--- src/rtl/update_knn_mac_pipe_if.sv ---
// Sample/result bundle for update_knn_mac_pipe: clock enable, operands, accumulate sidebands and
// the registered result. Width parameters must match those of the attached pipe instance.
interface update_knn_mac_pipe_if #(
  parameter int unsigned DIN0_WIDTH = 17,
  parameter int unsigned DIN1_WIDTH = 15,
  parameter int unsigned DOUT_WIDTH = 32
);
  logic                  ce;
  logic                  in_valid;
  logic [DIN0_WIDTH-1:0] din0;
  logic [DIN1_WIDTH-1:0] din1;
  logic                  acc_en;
  logic                  acc_clr;
  logic [DOUT_WIDTH-1:0] dout;
  logic                  dout_valid;

  modport master (
    output ce, in_valid, din0, din1, acc_en, acc_clr,
    input  dout, dout_valid
  );

  modport slave (
    input  ce, in_valid, din0, din1, acc_en, acc_clr,
    output dout, dout_valid
  );
endinterface

--- src/rtl/update_knn_mac_pipe.sv ---
// Parametrised pipelined multiplier with valid tracking and optional per-sample accumulate.
// Latency is NUM_STAGE enabled edges: input register, NUM_STAGE-2 product stages, output register.
module update_knn_mac_pipe #(
  parameter int unsigned ID         = 1,
  parameter int unsigned DIN0_WIDTH = 17,
  parameter int unsigned DIN1_WIDTH = 15,
  parameter int unsigned DOUT_WIDTH = 32,
  parameter int unsigned NUM_STAGE  = 3,
  parameter int unsigned SIGNED     = 0
) (
  input logic                  clk,
  input logic                  reset,
  update_knn_mac_pipe_if.slave bus
);

  localparam int unsigned ProdWidth = DIN0_WIDTH + DIN1_WIDTH;
  localparam bit          IsSigned  = (SIGNED != 0);

  // Stage 1: operand and sideband capture
  logic [DIN0_WIDTH-1:0] a_q;
  logic [DIN1_WIDTH-1:0] b_q;
  logic                  v1_q, en1_q, clr1_q;

  always_ff @(posedge clk) begin
    if (!reset) begin
      a_q    <= '0;
      b_q    <= '0;
      v1_q   <= 1'b0;
      en1_q  <= 1'b0;
      clr1_q <= 1'b0;
    end else if (bus.ce) begin
      a_q    <= bus.din0;
      b_q    <= bus.din1;
      v1_q   <= bus.in_valid;
      en1_q  <= bus.acc_en;
      clr1_q <= bus.acc_clr;
    end
  end

  // Extending both operands to the product width lets one unsigned multiply serve both modes.
  logic [ProdWidth-1:0] a_ext, b_ext, prod;

  always_comb begin
    a_ext = {{DIN1_WIDTH{IsSigned & a_q[DIN0_WIDTH-1]}}, a_q};
    b_ext = {{DIN0_WIDTH{IsSigned & b_q[DIN1_WIDTH-1]}}, b_q};
    prod  = a_ext * b_ext;
  end

  logic [ProdWidth-1:0] prod_f;
  logic                 v_f, en_f, clr_f;

  if (NUM_STAGE > 2) begin : g_mid
    localparam int unsigned Mid = NUM_STAGE - 2;

    logic [ProdWidth-1:0] prod_q [Mid];
    logic                 v_q    [Mid];
    logic                 en_q   [Mid];
    logic                 clr_q  [Mid];

    always_ff @(posedge clk) begin
      if (!reset) begin
        for (int i = 0; i < int'(Mid); i++) begin
          prod_q[i] <= '0;
          v_q[i]    <= 1'b0;
          en_q[i]   <= 1'b0;
          clr_q[i]  <= 1'b0;
        end
      end else if (bus.ce) begin
        prod_q[0] <= prod;
        v_q[0]    <= v1_q;
        en_q[0]   <= en1_q;
        clr_q[0]  <= clr1_q;
        for (int i = 1; i < int'(Mid); i++) begin
          prod_q[i] <= prod_q[i-1];
          v_q[i]    <= v_q[i-1];
          en_q[i]   <= en_q[i-1];
          clr_q[i]  <= clr_q[i-1];
        end
      end
    end

    assign prod_f = prod_q[Mid-1];
    assign v_f    = v_q[Mid-1];
    assign en_f   = en_q[Mid-1];
    assign clr_f  = clr_q[Mid-1];
  end else begin : g_nomid
    assign prod_f = prod;
    assign v_f    = v1_q;
    assign en_f   = en1_q;
    assign clr_f  = clr1_q;
  end

  logic [DOUT_WIDTH-1:0] p_ext;

  if (DOUT_WIDTH > ProdWidth) begin : g_extend
    assign p_ext = {{(DOUT_WIDTH - ProdWidth){IsSigned & prod_f[ProdWidth-1]}}, prod_f};
  end else begin : g_trunc
    assign p_ext = prod_f[DOUT_WIDTH-1:0];
  end

  // Output/accumulator stage; bubbles keep the running sum.
  logic [DOUT_WIDTH-1:0] dout_q;
  logic                  dout_valid_q;

  always_ff @(posedge clk) begin
    if (!reset) begin
      dout_q       <= '0;
      dout_valid_q <= 1'b0;
    end else if (bus.ce) begin
      dout_valid_q <= v_f;
      if (v_f) begin
        dout_q <= (en_f && !clr_f) ? dout_q + p_ext : p_ext;
      end
    end
  end

  assign bus.dout       = dout_q;
  assign bus.dout_valid = dout_valid_q;

endmodule

--- src/flat_wrapper.sv ---
// flat-port wrapper written by rule: the top's interface ports become plain ports
module update_knn_mac_pipe_flat 
#(
  parameter int unsigned ID         = 1,
  parameter int unsigned DIN0_WIDTH = 17,
  parameter int unsigned DIN1_WIDTH = 15,
  parameter int unsigned DOUT_WIDTH = 32,
  parameter int unsigned NUM_STAGE  = 3,
  parameter int unsigned SIGNED     = 0
)
  (clk, reset, bus_ce, bus_in_valid, bus_din0, bus_din1, bus_acc_en, bus_acc_clr, bus_dout, bus_dout_valid);
  update_knn_mac_pipe_if #(.DIN0_WIDTH(DIN0_WIDTH), .DIN1_WIDTH(DIN1_WIDTH), .DOUT_WIDTH(DOUT_WIDTH)) bus_i ();
  input logic clk;
  input logic reset;
  input wire logic [$bits(bus_i.ce)-1:0] bus_ce;
  input wire logic [$bits(bus_i.in_valid)-1:0] bus_in_valid;
  input wire logic [$bits(bus_i.din0)-1:0] bus_din0;
  input wire logic [$bits(bus_i.din1)-1:0] bus_din1;
  input wire logic [$bits(bus_i.acc_en)-1:0] bus_acc_en;
  input wire logic [$bits(bus_i.acc_clr)-1:0] bus_acc_clr;
  output wire logic [$bits(bus_i.dout)-1:0] bus_dout;
  output wire logic [$bits(bus_i.dout_valid)-1:0] bus_dout_valid;
  assign bus_i.ce = bus_ce;
  assign bus_i.in_valid = bus_in_valid;
  assign bus_i.din0 = bus_din0;
  assign bus_i.din1 = bus_din1;
  assign bus_i.acc_en = bus_acc_en;
  assign bus_i.acc_clr = bus_acc_clr;
  assign bus_dout = bus_i.dout;
  assign bus_dout_valid = bus_i.dout_valid;
  update_knn_mac_pipe #(.ID(ID), .DIN0_WIDTH(DIN0_WIDTH), .DIN1_WIDTH(DIN1_WIDTH), .DOUT_WIDTH(DOUT_WIDTH), .NUM_STAGE(NUM_STAGE), .SIGNED(SIGNED)) u_core (.clk(clk), .reset(reset), .bus(bus_i));
endmodule
--- config.mk ---
export PLATFORM = sky130hd
export DESIGN_NAME = update_knn_mac_pipe_flat
export DESIGN_NICKNAME = d
export VERILOG_FILES = /design/src/rtl/update_knn_mac_pipe_if.sv /design/src/rtl/update_knn_mac_pipe.sv /design/src/flat_wrapper.sv
export SDC_FILE = /design/constraint.sdc
export NUM_CORES = 1
export LEC_CHECK = 0
export CORE_MARGIN = 2
export CORE_UTILIZATION = 25
export CTS_CLUSTER_DIAMETER = 200
export DETAILED_ROUTE_END_ITERATION = 16
export GPL_TIMING_DRIVEN = 0
export PLACE_DENSITY = 0.48
export SETUP_SLACK_MARGIN = 0.1
export SYNTH_ARGS = -nofsm -noshare
export SYNTH_HDL_FRONTEND = slang
export SYNTH_SLANG_ARGS = --single-unit
--- constraint.sdc ---
create_clock -name clk -period 11.9 [get_ports clk]
set_input_delay 1.19 -clock clk [delete_from_list [all_inputs] [get_ports clk]]
set_output_delay 1.19 -clock clk [all_outputs]
set_load 0.03 [all_outputs]
==> flow_summary.yaml, run 1 <==
global_routing:
  grt_max_degree: 36
  met3_usage: 0.0246
  busiest_layer: "met2"
  met1_usage: 0.202
  antenna_found_initial: 0
  grt_pass1_vias: 11300
  grt_pass1_wl_microns: 64500
  overflow: 0
  grtUsageMet2: 0.244
  track_usage: 0.148
timing:
  hold_viol: 0
  rsz0062_at_grt: "false"
  whs_ns: 0.506
  fmaxAchievable_mhz: 141
  finalWorstSetupSlack_ns: 4.82
  min_period_ns: 7.08
  slew_headroom: 0.223
  skew_ns: 0.0190
  final_max_slew_viol_count: 0
  tightest_slew_ns: 1.17
  finalSetupViolations: 0
  fin_setup_tns_ns: 0
  period_share: 0.595
worst_setup_path:
  endpoint_kind: "register"
  startpoint: "u_core.b_q[5]"
  r2r-end: "u_core.g_mid.prod_q[0][27]"
  r2r-start: "u_core.b_q[5]"
  cp_data_required_time_ns: 12.14
  crit_chain: "clkbuf_1, and2_1, fa_1, inv_1, fa_1, inv_1, fa_1, inv_1, fa_1, inv_1, fa_1, fa_1, ha_1, a2111oi_0, o21ai_0, a32o_1, a21bo_2, a211oi_1, nor2_1, a21oi_1, mux2i_1"
  crit_type: "register to register"
  crit_path_frequent_cell: "fa_1"
  slowest_stage: "dfxtp_1"
  ff2ff_path_depth: 21
  cp-start-kind: "register"
  r2r_slack_ns: 4.82
  path_max_fanout: 10
  slowest_delay_ns: 0.64
  arrival_ns: 7.32
finish:
  drive_gt1_frac: 0.0147
  area_growth_syn_to_layout_pct: 13.6
  utilization: 0.286
  n_fill_cell: 5828
  stdcell_count: 2337
  nets: 1987
  antenna_cells: 0
  final_design_area_no_fill_sq_um: 15700
power:
  ir_worst_vdd_v: 0.0000772
  finalPower_mw: 1.12
  power.share.combinational: 0.343
  power_density_nw_per_um2: 71.5
  p_sw_mw: 0.432
  swShare: 0.386
  clkPwrFrac: 0.282
  power_frac_seq: 0.376
  p_int_mw: 0.688
  p_leak_nw: 7.36
hold_path:
  min_from: "u_core.clr1_q"
  hp-class: "register to register"
  holdPathEnd: "u_core.clr1_q"
  hold_path_depth: 2
placed_design:
  dp.cells: 2321
  place_area_sq_um: 15400
  gp_congestion: 0.909
  hpwl_microns: 33800
  port-buffer-count: 69
  preCtsSetupSlack_ns: 4.87
cts:
  post_cts_buffers: 0
  cts-resized-gates: 0
  cts_made_buffers: 9
  ctsRootBufferMaster: "clkbuf_16"
  cts_tree: "yes"
  h-tree-depth: 3
  hold_buffers: 0
  cts_buffer_depth: 2
  cts_num_sinks: 103
  insertion_delay_ns: 0.40
  clk_pin_slew_ns: 0.08
synthesis:
  synth_edf_count: 35
  async_flop_share: 0
  syn_nets: 1907
  yosys_warnings: 0
  synthFlopType: "dfxtp_1"
  synth_area_per_cell_sq_um: 8.91
  synth_cell_types: 58
  synthCells: 1548
  mappedNetlistArea_sq_um: 13800
  yosysSeqAreaShare: 0.175
  yosys_register_bits: 103
routing:
  viasPerCell: 4.58
  vias: 10700
  wire_per_inst_microns: 17.4
  drc: 0
  dr.pass1.iters: 5
  routed_wl_microns: 40700
  ant_nets: 0
  drt-initial-drc-count: 585
die:
  start_util: 0.252
  rows: 86
  ios: 71
  die-area_sq_um: 57100
  core_area_sq_um: 54800
  die_x_microns: 239
  dieHeight_microns: 239
status:
  outcome: "finished clean"
job:
  cap_viol_max_count: 0
worst max path at each step:
stage                                       endpoint  depth (start not counted)  slack [ns]
after floorplan           u_core.g_mid.prod_q[0][29]                         21        5.78
after global placement    u_core.g_mid.prod_q[0][29]                         21        4.90
after detailed placement  u_core.g_mid.prod_q[0][31]                         21        4.87
after CTS                 u_core.g_mid.prod_q[0][27]                         21        4.84
after global routing      u_core.g_mid.prod_q[0][27]                         21        4.48
final                     u_core.g_mid.prod_q[0][27]                         21        4.82
logic make-up (layout without fill, tap and decap cells):
kind of cell	Yosys count	after routing	share of synthesized area
buffers and inverters	292	377	0.0795
AND/OR/NAND/NOR	509	509	0.181
AO/OA/AOI/OAI	237	237	0.110
flip-flops	103	103	0.175
XOR/XNOR	47	47	0.0298
multiplexers	39	39	0.0283
adder cells (fa/ha/maj)	321	321	0.397
power by group through the flow:
stage          clock [mW]  sequential (mW)  combinational [mW]
2_1_floorplan           0            0.419               0.263
3_3_place_gp            0            0.429               0.381
3_5_place_dp            0            0.429               0.383
4_1_cts             0.327            0.421               0.386
5_1_grt             0.338            0.424               0.433
6_report            0.315            0.420               0.383
metal layers:
metal,vias to the layer above,share of wire,wire (microns)
li1,5188,-,-
met1,5275,0.49,19800
met2,212,0.46,18700
met3,31,0.039,1600
met4,0,0.015,610
met5,-,0,0
Yosys cell counts, drive strengths merged (2+ instances only):
cell type    n  area, sq um
clkbuf      70          263
o31a         2         17.5
nor2       100          375
a21oi       73          365
ha         127         1590
nand4b       2         17.5
xnor2       29          254
o21bai       3         22.5
o211ai       7         52.6
xor2        18          158
a31o         2         17.5
nand2b      10         62.6
fa         194         3880
a21o        30          225
a311oi      15          131
mux2i       39          390
nor3b        3         22.5
nand3       19         95.1
and3        16          100
o221ai       2         17.5
a21boi       3         22.5
dfxtp       68         1360
a31oi       12         75.1
o211a        3         30.0
a211o        2         17.5
or2          3         18.8
o21a         5         37.5
nor3        10         55.1
a211oi       9         67.6
nand4       10         62.6
inv        217          815
edfxtp      35         1050
nand2      173          649
o21ai       50          250
o31ai        4         30.0
nor2b        6         37.5
and2       151          945
and4         3         26.3
a2111oi      4         36.3
a311o        2         20.0
buf          5         18.8
critical path: cells and delay by family, from the launching register on:
kind            cells  cell delay [ns]
buf+inv             5             0.90
simple gates        2             0.32
fa+ha+maj           7             2.86
flops               1             0.64
mux                 1             0.22
compound gates      6             1.99
final cells by class:
type,instances,area [sq um],share of cell area
repair buffers,69,691,0.0441
multi-input cells,1153,10300,0.657
flip-flops and latches,103,2410,0.154
clock inverters,7,72.6,0.00463
clock buffers,9,225,0.0144
plain buffers,75,282,0.0180
inverters,217,815,0.0520
well taps,704,881,0.0562
flip-flops by register name, summed over array words and instances, names as in the netlist, 15 cells and up:
| name | flops |
|---|---|
| u_core.a_q | 17 |
| u_core.b_q | 15 |
| u_core.g_mid.prod_q | 32 |
| u_core.bus.dout | 32 |
cells in the final DEF (no fill, tap or decap), drive strengths merged, types with 16 or more instances in the layout:
cell type      count
clkbuf            79
fa               194
xnor2             29
inv              220
xor2              18
mux2i             39
a21oi             73
dfxtp             68
clkdlybuf4s50     69
nand3             19
o21ai             50
nor2             100
and2             151
edfxtp            35
ha               127
nand2            173
a21o              30
and3              16
(Power assumes the default switching activity.)
==> run 2: changes to the inputs <==
--- a/config.mk
+++ b/config.mk
@@ -10,7 +10,7 @@
 export CTS_CLUSTER_DIAMETER = 200
 export DETAILED_ROUTE_END_ITERATION = 16
 export GPL_TIMING_DRIVEN = 0
-export PLACE_DENSITY = 0.48
+export PLACE_DENSITY = 0.49
 export SETUP_SLACK_MARGIN = 0.1
 export SYNTH_ARGS = -nofsm -noshare
 export SYNTH_HDL_FRONTEND = slang
==> constraint.sdc (replaced) <==
create_clock -name clk -period 6.5 [get_ports clk]
set_input_delay 0.65 -clock clk [delete_from_list [all_inputs] [get_ports clk]]
set_output_delay 0.65 -clock clk [all_outputs]
set_load 0.03 [all_outputs]
==> flow_summary.yaml, run 2 (synthesized netlist as in run 1, its figures left out) <==
status:
  outcome: "finished clean"
routing:
  drt-initial-drc-count: 529
  viasPerCell: 4.61
  vias: 10900
  drc: 0
  ant_nets: 0
  dr.pass1.iters: 6
  wire_per_inst_microns: 17.8
  routed_wl_microns: 42000
cts:
  cts_num_sinks: 103
  h-tree-depth: 3
  insertion_delay_ns: 0.41
  hold_buffers: 0
  cts_tree: "yes"
  cts_made_buffers: 9
  cts_buffer_depth: 2
  ctsRootBufferMaster: "clkbuf_16"
  clk_pin_slew_ns: 0.09
placed_design:
  dp.cells: 2321
  gp_congestion: 0.872
  hpwl_microns: 34100
  place_area_sq_um: 15400
  port-buffer-count: 69
job:
  cap_viol_max_count: 0
worst_setup_path:
  crit_type: "register to register"
  endpoint_kind: "register"
  cp-start-kind: "register"
  arrival_ns: 6.41
  cp_data_required_time_ns: 6.64
  path_max_fanout: 10
  r2r_slack_ns: 0.23
timing:
  skew_ns: 0.0172
  fin_setup_tns_ns: 0
  whs_ns: 0.496
  min_period_ns: 6.27
  slew_headroom: 0.280
  hold_viol: 0
  fmaxAchievable_mhz: 159
  final_max_slew_viol_count: 0
  period_share: 0.965
  tightest_slew_ns: 1.08
  rsz0062_at_grt: "true"
  finalSetupViolations: 0
finish:
  nets: 2004
  drive_gt1_frac: 0.0733
  final_design_area_no_fill_sq_um: 16100
  stdcell_count: 2355
  final_common_cell: "inv_1"
  final_cell_mix: "inv_1 (213), fa_1 (192), nand2_1 (173), and2_1 (148), ha_1 (125)"
  utilization: 0.294
  area_growth_syn_to_layout_pct: 16.9
power:
  ir_worst_vdd_v: 0.000148
  power_density_nw_per_um2: 133
  p_leak_nw: 7.64
die:
  ios: 71
  core_area_sq_um: 54800
  dieHeight_microns: 239
  start_util: 0.252
  die_x_microns: 239
  die-area_sq_um: 57100
  rows: 86
global_routing:
  antenna_found_initial: 1
  overflow: 0
  grt_max_degree: 36
  grt_pass1_wl_microns: 66000
  grt_pass1_vias: 11500
  track_usage: 0.152
hold_path:
  hp-class: "register to register"
## run 2: area by class of cell
| cell class | instances | area, sq um |
|---|---|---|
| clock inverter | 7 | 95.1 |
| timing repair buffer | 91 | 856 |
| clock buffer | 9 | 225 |
| inverter | 217 | 815 |
| antenna | 1 | 2.50 |
| tap | 704 | 881 |
| fill | 5725 | 38600 |
| multi-input combinational | 1153 | 10400 |
| buffer | 70 | 379 |
| sequential | 103 | 2470 |
## run 2: final timing paths
| check | startpoint | to | cells after the start |
|---|---|---|---|
| worst max-delay path | u_core.b_q[11] | u_core.g_mid.prod_q[0][28] | 21 |
| worst min-delay path | u_core.bus.dout_valid | u_core.bus.dout_valid | 2 |
| worst max register to register | u_core.b_q[11] | u_core.g_mid.prod_q[0][28] | 21 |
| worst min register to register | u_core.bus.dout_valid | u_core.bus.dout_valid | 2 |
## run 2: repair_timing
item	CTS	global route
setup buffers	6	16
pin swaps	11	18
cloned	0	0
endpoints found under the setup margin	18	15
gates resized for setup	93	57
## run 2: worst max-delay path, stage by stage (launching register included)
cell	delay, ns
dfxtp_2	0.49
clkbuf_2	0.32
nand2_1	0.12
fa_1	0.51
inv_1	0.06
fa_1	0.57
fa_1	0.44
fa_1	0.46
fa_1	0.51
inv_1	0.06
fa_1	0.47
inv_1	0.04
ha_1	0.34
a21o_1	0.20
a21o_1	0.17
a21o_1	0.19
o21ai_1	0.17
o211a_1	0.22
o21ai_1	0.12
o31ai_1	0.30
xor2_1	0.18
nor2_1	0.06
## run 2: per-stage QoR
stage / total power [mW] / worst slack (ns)
after detailed placement: 1.50 / -0.657
after global placement: 1.49 / -0.681
final: 2.15 / 0.229
after floorplan: 1.25 / 0.384
after CTS: 2.17 / 0.104
after global routing: 2.29 / 0.0786
## run 2: power breakdown
group	internal, mW	total [mW]	switching [mW]
sequential	0.710	0.773	0.0629
combinational	0.304	0.749	0.445
clock	0.312	0.630	0.318
## run 2: per-layer routing
layer	share of wire	global-route usage	vias to the layer above
met5	0	0	-
met4	0.021	0.0381	0
met3	0.035	0.0245	49
met2	0.47	0.256	213
met1	0.48	0.204	5375
li1	-	-	5223
==> run 3: changes to the inputs <==
--- a/config.mk
+++ b/config.mk
@@ -7,9 +7,8 @@
 export LEC_CHECK = 0
 export CORE_MARGIN = 2
 export CORE_UTILIZATION = 25
-export CTS_CLUSTER_DIAMETER = 200
+export CTS_CLUSTER_DIAMETER = 80
 export DETAILED_ROUTE_END_ITERATION = 16
-export GPL_TIMING_DRIVEN = 0
 export PLACE_DENSITY = 0.49
 export SETUP_SLACK_MARGIN = 0.1
 export SYNTH_ARGS = -nofsm -noshare
==> flow_summary.yaml, run 3 (synthesized netlist as in run 1, its figures left out) <==
status:
  outcome: "finished clean"
power:
  power_frac_seq: 0.362
  p_sw_mw: 0.769
  clkPwrFrac: 0.294
  swShare: 0.369
  p_int_mw: 1.32
  power.share.combinational: 0.345
  p_leak_nw: 7.53
  ir_worst_vdd_v: 0.000105
  power_density_nw_per_um2: 132
  finalPower_mw: 2.09
timing:
  rsz0062_at_grt: "false"
  tightest_slew_ns: 0.990
  hold_viol: 0
  fin_setup_tns_ns: 0
  skew_ns: 0.0158
  finalWorstSetupSlack_ns: 0.357
  finalSetupViolations: 0
  slew_headroom: 0.340
  min_period_ns: 6.14
  final_max_slew_viol_count: 0
  fmaxAchievable_mhz: 163
  period_share: 0.945
worst_setup_path:
  slowest_stage: "fa_1"
  cp-start-kind: "register"
  cp_data_required_time_ns: 6.58
  crit_buf_inv: 5
  slowest_delay_ns: 0.53
  ff2ff_path_depth: 22
  crit_type: "register to register"
  crit_path_frequent_cell: "fa_1"
  endpoint_kind: "register"
  crit_chain: "buf_4, and2_1, fa_1, inv_1, fa_1, inv_1, fa_1, fa_1, fa_1, inv_1, fa_1, inv_1, ha_1, a21o_1, a21o_1, a21o_1, o21ai_2, o211a_1, a21oi_1, a21oi_1, mux2i_1, o21ai_0"
  path_max_fanout: 17
  arrival_ns: 6.22
  crit_family: "adder cells"
  path_depth: 22
cts:
  cts_buffer_depth: 2
  insertion_delay_ns: 0.38
  h-tree-depth: 3
  cts_num_sinks: 103
  cts_made_buffers: 9
  post_cts_buffers: 0
  cts-resized-gates: 0
  hold_buffers: 0
  ctsRootBufferMaster: "clkbuf_16"
  clk_pin_slew_ns: 0.08
  cts_tree: "yes"
finish:
  area_growth_syn_to_layout_pct: 14.4
  utilization: 0.288
  drive_gt1_frac: 0.0468
  final_cell_mix: "inv_1 (216), fa_1 (194), nand2_1 (173), and2_1 (150), ha_1 (127)"
  antenna_cells: 0
  nets: 1957
  final_common_cell: "inv_1"
routing:
  drt-initial-drc-count: 564
  dr.pass1.iters: 5
  routed_wl_microns: 37400
  wire_per_inst_microns: 16.2
  vias: 10500
  viasPerCell: 4.54
  drc: 0
  ant_nets: 0
die:
  dieHeight_microns: 239
  ios: 71
  die-area_sq_um: 57100
  core_area_sq_um: 54800
  rows: 86
  die_x_microns: 239
  start_util: 0.252
placed_design:
  port-buffer-count: 70
  hpwl_microns: 30100
  gp_congestion: 0.828
  preCtsSetupSlack_ns: 0.249
hold_path:
  hp-class: "register to register"
  hold_path_depth: 2
global_routing:
  grt_pass1_wl_microns: 60900
  antenna_found_initial: 2
  track_usage: 0.135
  grt_max_degree: 54
  overflow: 0
  grt_pass1_vias: 11100
job:
  cap_viol_max_count: 0
==> run 3: power groups by stage <==
stage | logic [mW] | clock network [mW] | registers [mW]
5_1_grt | 0.811 | 0.658 | 0.761
2_1_floorplan | 0.482 | 0 | 0.768
4_1_cts | 0.723 | 0.641 | 0.755
3_5_place_dp | 0.718 | 0 | 0.770
6_report | 0.719 | 0.613 | 0.755
3_3_place_gp | 0.709 | 0 | 0.769
==> run 3: path summary, 6_finish.rpt <==
path                         start                    endpoint  slack, ns
min reg2reg  u_core.bus.dout_valid       u_core.bus.dout_valid       0.47
max                  u_core.b_q[0]  u_core.g_mid.prod_q[0][24]       0.36
max reg2reg          u_core.b_q[0]  u_core.g_mid.prod_q[0][24]       0.36
min          u_core.bus.dout_valid       u_core.bus.dout_valid       0.47
==> run 3: metrics by stage <==
step	hold slack [ns]	instances	area, sq um
after floorplan	0.452	1548	13800
after global placement	0.464	2291	15400
after detailed placement	0.466	2291	15400
after CTS	0.480	2307	15800
after global routing	0.507	2307	15800
final	0.473	2307	15800
==> run 3: worst min-delay path: cells and delay by family, from the launching register on <==
| family | cells | cell delay [ns] |
|---|---|---|
| flops | 1 | 0.32 |
| compound gates | 1 | 0.06 |
| simple gates | 1 | 0.06 |
==> run 3: layout make-up <==
| class | instances | area, sq um |
|---|---|---|
| Fill cell | 5746 | 39000 |
| Multi-Input combinational cell | 1153 | 10300 |
| Sequential cell | 103 | 2410 |
| Timing Repair Buffer | 114 | 1040 |
| Tap cell | 704 | 881 |
| Inverter | 217 | 815 |
| Clock buffer | 9 | 225 |
| Clock inverter | 7 | 97.6 |
==> run 3: layer usage <==
layer  track usage  vias up  wire (microns)
met5             0        -              22
met4        0.0205        4             357
met3        0.0241       25            1440
met2         0.225      182           17300
met1         0.186     5153           18300
li1              -     5121               -
